## src/rtl/alu_arb_pkg.sv

```systemverilog
// Shared encodings for the ALU arbiter and the ALU control sequencer.
package alu_arb_pkg;

  localparam int OP_W = 3;

  typedef enum logic [1:0] {
    ST_IDLE  = 2'd0,
    ST_ISSUE = 2'd1,
    ST_WAIT  = 2'd2,
    ST_RESP  = 2'd3
  } arb_state_e;

  localparam logic [OP_W-1:0] OP_ADD = 3'd0;
  localparam logic [OP_W-1:0] OP_SUB = 3'd1;
  localparam logic [OP_W-1:0] OP_AND = 3'd2;
  localparam logic [OP_W-1:0] OP_OR  = 3'd3;
  localparam logic [OP_W-1:0] OP_XOR = 3'd4;
  localparam logic [OP_W-1:0] OP_PA  = 3'd5;
  localparam logic [OP_W-1:0] OP_SHL = 3'd6;
  localparam logic [OP_W-1:0] OP_SHR = 3'd7;

endpackage

```

## src/rtl/alu_arbiter_rr_picker.sv

```systemverilog
// Combinational round-robin pick: first requester strictly after i_last, wrapping.
module rr_picker #(
  parameter int NUM_REQ = 4,
  parameter int IDX_W   = $clog2(NUM_REQ)
) (
  input  logic [NUM_REQ-1:0] i_req,
  input  logic [IDX_W-1:0]   i_last,
  output logic               o_found,
  output logic [NUM_REQ-1:0] o_gnt,
  output logic [IDX_W-1:0]   o_idx
);

  localparam int POS_W = $clog2(2*NUM_REQ);

  logic [NUM_REQ-1:0]   w_mask;
  logic [2*NUM_REQ-1:0] w_dbl;
  logic [POS_W-1:0]     w_pos;

  // Low half holds only requesters above last; high half is the wrapped copy,
  // so the lowest set bit of the doubled vector is the round-robin winner.
  always_comb begin
    w_mask = '0;
    for (int i = 0; i < NUM_REQ; i++) w_mask[i] = (i > int'(i_last));
    w_dbl = {i_req, i_req & w_mask};
    w_pos = '0;
    for (int p = 2*NUM_REQ-1; p >= 0; p--)
      if (w_dbl[p]) w_pos = POS_W'(p);
  end

  assign o_found = |i_req;
  assign o_idx   = (int'(w_pos) >= NUM_REQ) ? IDX_W'(int'(w_pos) - NUM_REQ) : IDX_W'(w_pos);
  assign o_gnt   = o_found ? (NUM_REQ'(1) << o_idx) : '0;

endmodule

```

## src/rtl/alu_arbiter.sv

```systemverilog
// Round-robin arbiter sharing one ALU sequencer between NUM_REQ requesters,
// with a watchdog that aborts transactions whose result never arrives.
module alu_arbiter
  import alu_arb_pkg::*;
#(
  parameter int NUM_REQ = 4,
  parameter int DATA_W  = 8,
  parameter int TIMEOUT = 16
) (
  input  logic                      clk,
  input  logic                      rst_n,
  input  logic [NUM_REQ-1:0]        req,
  input  logic [OP_W*NUM_REQ-1:0]   req_op,
  input  logic [DATA_W*NUM_REQ-1:0] req_a,
  input  logic [DATA_W*NUM_REQ-1:0] req_b,
  output logic [NUM_REQ-1:0]        gnt,
  output logic [NUM_REQ-1:0]        rsp_valid,
  output logic [DATA_W-1:0]         rsp_data,
  output logic                      rsp_zero,
  output logic                      rsp_carry,
  output logic                      rsp_err,
  output logic                      alu_start,
  output logic [OP_W-1:0]           alu_op_sel,
  output logic [DATA_W-1:0]         alu_a,
  output logic [DATA_W-1:0]         alu_b,
  input  logic                      alu_busy,
  input  logic [DATA_W-1:0]         alu_result,
  input  logic                      alu_zero,
  input  logic                      alu_carry,
  input  logic                      alu_result_valid
);

  localparam int IDX_W = $clog2(NUM_REQ);
  localparam int CNT_W = $clog2(TIMEOUT);

  arb_state_e          r_state;
  logic [IDX_W-1:0]    r_last;
  logic [IDX_W-1:0]    r_idx;
  logic [CNT_W-1:0]    r_cnt;
  logic [NUM_REQ-1:0]  r_gnt;
  logic [NUM_REQ-1:0]  r_rsp_valid;
  logic [DATA_W-1:0]   r_rsp_data;
  logic                r_rsp_zero;
  logic                r_rsp_carry;
  logic                r_rsp_err;
  logic [OP_W-1:0]     r_op;
  logic [DATA_W-1:0]   r_a;
  logic [DATA_W-1:0]   r_b;

  logic                w_found;
  logic [NUM_REQ-1:0]  w_pick_gnt;
  logic [IDX_W-1:0]    w_pick_idx;
  logic                w_start;
  logic                w_expired;

  rr_picker #(.NUM_REQ(NUM_REQ), .IDX_W(IDX_W)) u_pick (
    .i_req   (req),
    .i_last  (r_last),
    .o_found (w_found),
    .o_gnt   (w_pick_gnt),
    .o_idx   (w_pick_idx)
  );

  assign w_start   = (r_state == ST_ISSUE) && !alu_busy;
  assign w_expired = (r_cnt == CNT_W'(TIMEOUT-1));

  // Counter saturates at expiry: a start issued on the last allowed cycle
  // still moves to WAIT, which then aborts on its first cycle.
  always_ff @(posedge clk) begin
    if (!rst_n) begin
      r_state     <= ST_IDLE;
      r_last      <= IDX_W'(NUM_REQ-1);
      r_idx       <= '0;
      r_cnt       <= '0;
      r_gnt       <= '0;
      r_rsp_valid <= '0;
      r_rsp_data  <= '0;
      r_rsp_zero  <= 1'b0;
      r_rsp_carry <= 1'b0;
      r_rsp_err   <= 1'b0;
      r_op        <= '0;
      r_a         <= '0;
      r_b         <= '0;
    end else begin
      r_rsp_valid <= '0;
      case (r_state)
        ST_IDLE: begin
          r_cnt <= '0;
          if (w_found) begin
            r_idx   <= w_pick_idx;
            r_gnt   <= w_pick_gnt;
            r_op    <= req_op[OP_W*w_pick_idx +: OP_W];
            r_a     <= req_a[DATA_W*w_pick_idx +: DATA_W];
            r_b     <= req_b[DATA_W*w_pick_idx +: DATA_W];
            r_state <= ST_ISSUE;
          end
        end
        ST_ISSUE: begin
          if (!w_expired) r_cnt <= r_cnt + 1'b1;
          if (w_start) begin
            r_state <= ST_WAIT;
          end else if (w_expired) begin
            r_rsp_data  <= '0;
            r_rsp_zero  <= 1'b0;
            r_rsp_carry <= 1'b0;
            r_rsp_err   <= 1'b1;
            r_rsp_valid <= r_gnt;
            r_state     <= ST_RESP;
          end
        end
        ST_WAIT: begin
          if (!w_expired) r_cnt <= r_cnt + 1'b1;
          if (alu_result_valid) begin
            r_rsp_data  <= alu_result;
            r_rsp_zero  <= alu_zero;
            r_rsp_carry <= alu_carry;
            r_rsp_err   <= 1'b0;
            r_rsp_valid <= r_gnt;
            r_state     <= ST_RESP;
          end else if (w_expired) begin
            r_rsp_data  <= '0;
            r_rsp_zero  <= 1'b0;
            r_rsp_carry <= 1'b0;
            r_rsp_err   <= 1'b1;
            r_rsp_valid <= r_gnt;
            r_state     <= ST_RESP;
          end
        end
        ST_RESP: begin
          r_last  <= r_idx;
          r_gnt   <= '0;
          r_cnt   <= '0;
          r_state <= ST_IDLE;
        end
        default: r_state <= ST_IDLE;
      endcase
    end
  end

  assign gnt        = r_gnt;
  assign rsp_valid  = r_rsp_valid;
  assign rsp_data   = r_rsp_data;
  assign rsp_zero   = r_rsp_zero;
  assign rsp_carry  = r_rsp_carry;
  assign rsp_err    = r_rsp_err;
  assign alu_start  = w_start;
  assign alu_op_sel = r_op;
  assign alu_a      = r_a;
  assign alu_b      = r_b;

endmodule

```

## config.mk

```make
export PLATFORM = sky130hd
export DESIGN_NAME = alu_arbiter
export DESIGN_NICKNAME = d
export VERILOG_FILES = /design/src/rtl/alu_arb_pkg.sv /design/src/rtl/alu_arbiter_rr_picker.sv /design/src/rtl/alu_arbiter.sv
export SDC_FILE = /design/constraint.sdc
export NUM_CORES = 1
export LEC_CHECK = 0
export ABC_AREA = 1
export BUFFER_PORTS_ARGS = -buffer_cell sky130_fd_sc_hd__buf_2
export CAP_MARGIN = 20
export CORE_MARGIN = 2
export CORE_UTILIZATION = 49
export CTS_CLUSTER_DIAMETER = 150
export DETAILED_ROUTE_END_ITERATION = 12
export PLACE_DENSITY = 0.85
export SKIP_LAST_GASP = 1
export SLEW_MARGIN = 20
export SYNTH_ARGS = -nofsm -noshare
export SYNTH_HDL_FRONTEND = slang
export SYNTH_SLANG_ARGS = --single-unit
export TNS_END_PERCENT = 100
```

## constraint.sdc

```tcl
create_clock -name clk -period 2.6 [get_ports clk]
set_clock_uncertainty 0.05 [all_clocks]
set_input_delay 0.26 -clock clk [delete_from_list [all_inputs] [get_ports clk]]
set_output_delay 0.26 -clock clk [all_outputs]
set_load 0.01 [all_outputs]
```

==> impl_results.md <==
* Status: finished, final reports clean
* Internal power consumption at between 1 and 1.5 mW
* All-Layer GR Usage at 25.1%
* CTS Hold Bufs at 0
* Later-pin clock latency in the skew report at 300 ps
* Starting Density at between 50% and 60%
* Post-synth EDFFs at 0
* Drt drc at 0
* Vias in the first global route at 2905
* Switch Pwr at approximately 0.54 mW
* Dpl cell area at 3250 sq um
* Die area at roughly 6000 sq um
* GRT Residual Overflow at 0
* Post-CTS Setup Bufs at 0
* Worst Setup End Kind: flip-flop
* Seq. cell area at about 960 sq um
* Layout fillers at ~470
* Crit path largest cell delay at 400 ps
* First DRT Iteration DRCs at between 100 and 150
* Final hold violation count at 0
* Detailed Route WL at a little over 7000 um
* Worst EP arrival at around 2000 ps
* CP max FO at 12
* Drt first pass iters at 5
* Share of cells above drive strength 1 at between 30% and 40%
* Vias per cell at about 5.3
* CP Launch Type: flip-flop
* CTS tree: yes
* Sequential Power Share at 45.8%
* Dpl hpwl at approximately 5300 um
* Post-DRT Antenna Nets at 0
* IO buf count at 132
* MaxCap Viol Count at 0
* Placeable Area at 5140 sq um
* Die W at about 77 um
* First-pass GRT wire length at between 10000 and 15000 um
* Max clock buf depth at 2
* Area Overhead vs Synth at 28.6%
* # setup viols final at 0
* Wire per inst at between 10 and 15 um
* IO Pins at approximately 130
* Slowest CP cell: dfxtp_1
* Synth Area per Inst at a little under 7 sq um
* Power Total at around 1.8 mW
* Syn Nets at 485
* Worst Path Required at about 2700 ps
* Final instance area at approximately 3400 sq um
* Post-synthesis sequential area ratio at between 30% and 40%
* RSZ-0062 raised after global routing: false
* Final #Nets at 603
* Clk pin slew, worst setup/hold paths at ~90 ps
* Tmin final at between 1500 and 2000 ps
* Fin. max-slew vios at 0
* H-tree Lvls at 2
* Multi-input gate area at 1430 sq um
* DP Cell Count at 565
* Power share of the clock group at 30.8%
* Root buffer cell: clkbuf_8
* Routability cong. at around 0.9
* Setup tns final at 0 ps
* Die H at around 77 um
* Ys async rst share at 0%
* Most common library cell in the layout ignoring fill and taps: buf_2
* Total number of vias at 3039
* Slew headroom at between 50 and 60%
* Largest net degree at the start of global routing at 42
* Antenna diode count at 0
* PD cells at ~530 nW/um^2
* Achievable Freq at between 500 and 600 MHz
* Slew @ Worst Pin at 619 ps
* Row Count at 26
* Mapped Area at around 2600 sq um
* Static Leak at around 1.7 nW
* Worst-path cell chain: inv_1, ha_1, inv_1, nor2_1, nor2_1, buf_4, clkinv_1, nand3_1, a21oi_1
* Yosys warns at 0
* Total CTS buffers at 5
* Most frequent cells in the layout: 132 x buf_2, 90 x nand3_1, 54 x nor2_1
* Synth Flop Type: dfxtp_1
* Post-Synthesis Cells at around 380
* Hold WC Path Type: primary input to flip-flop
* Clk sinks at between 40 and 50
* Post-synthesis register bit count at 48
* Layout Cells excl Fill at between 500 and 600
* Gate power share at 23.4%
* Yosys cell types at 27
* Sw frac at 30.2%
* Hold Slack at between 100 and 150 ps
* Tcrit/Tclk final at between 70 and 80%
* Max VDD drop at 0.394 mV
* Initial antenna violation count at 0
* Critical path class: flip-flop to flip-flop
* # resized after CTS at 0
-- logic make-up (layout without fill, tap and decap cells) --
logic type                 Yosys count  after routing  share of synthesized area (%)
AOI/OAI and AO/OA                   57             57                           11.7
adders and majority gates            7              7                           3.34
buffers and inverters               46            165                           8.83
DFF                                 48             48                           36.7
and+or+nand+nor                    226            226                           39.5
-- cell usage after synthesis (2+ instances only) --
library cell	instances	area [sq um]
a21oi_1	20	100
a31oi_1	2	12.5
buf_2	11	55.1
buf_4	4	30.0
buf_6	4	45.0
clkbuf_1	7	26.3
clkinv_1	2	7.51
dfxtp_1	48	961
ha_1	7	87.6
inv_1	15	56.3
inv_2	3	11.3
nand2_1	53	199
nand2_2	4	25.0
nand3_1	90	450
nand4_1	21	131
nor2_1	54	203
nor3_1	2	10.0
o21ai_0	28	140
-- metal layers --
| layer | routed length (um) | GRT usage [%] | part of all wire, % | up-vias |
|---|---|---|---|---|
| met5 | 0 | 0 | 0 | - |
| met4 | 123 | 10.9 | 1.7 | 0 |
| met3 | 503 | 5.41 | 6.9 | 12 |
| met2 | 3670 | 46.2 | 51 | 126 |
| met1 | 2970 | 27.5 | 41 | 1352 |
| li1 | - | - | - | 1549 |
-- layout make-up --
cell class / instances / share of cell area [%]
multi-input cells: 290 / 42.5
flip-flops and latches: 48 / 28.5
repair buffers: 137 / 20.7
well taps: 70 / 2.60
inverters: 20 / 2.23
clock buffers: 5 / 2.04
clock inverters: 3 / 1.41
-- worst paths after layout --
path	start	end	slack, ps	cells after the start
setup reg to reg	r_state[1]	rsp_data[1]	730	9
setup / recovery	r_state[1]	rsp_data[1]	730	9
hold reg to reg	gnt[2]	rsp_valid[2]	410	2
hold / removal	alu_result[6]	rsp_data[6]	140	3
-- through the flow --
step | setup WS, ps | utilization, %
floorplan | 1060 | -
finish | 727 | 65.6
detailed placement | 756 | 63.3
global placement | 789 | 63.3
CTS | 747 | 65.6
global route | 534 | 65.6
-- worst max-delay path: cells and delay by family (launching register included) --
family          cells  cell delay, ps
buf+inv             4             670
fa+ha+maj           1             230
flops               1             400
compound gates      1              70
simple gates        3             350
-- registers in the layout, indices dropped and copies added (netlist names) --
| register | flops |
|---|---|
| r_state | 2 |
| gnt | 4 |
| rsp_zero | 1 |
| alu_b | 8 |
| rsp_err | 1 |
| rsp_valid | 4 |
| r_cnt | 4 |
| r_idx | 2 |
| rsp_carry | 1 |
| rsp_data | 8 |
| r_last | 2 |
| alu_op_sel | 3 |
| alu_a | 8 |
-- power by group through the flow --
stage               clock [mW]  sequential [mW]  combinational (mW)
floorplan                    0            0.851               0.249
global placement             0            0.832               0.411
detailed placement           0            0.834               0.418
CTS                      0.563            0.818               0.419
global route             0.597            0.825               0.475
finish                   0.550            0.818               0.419
No activity file was read; power rests on OpenSTA's default activity.
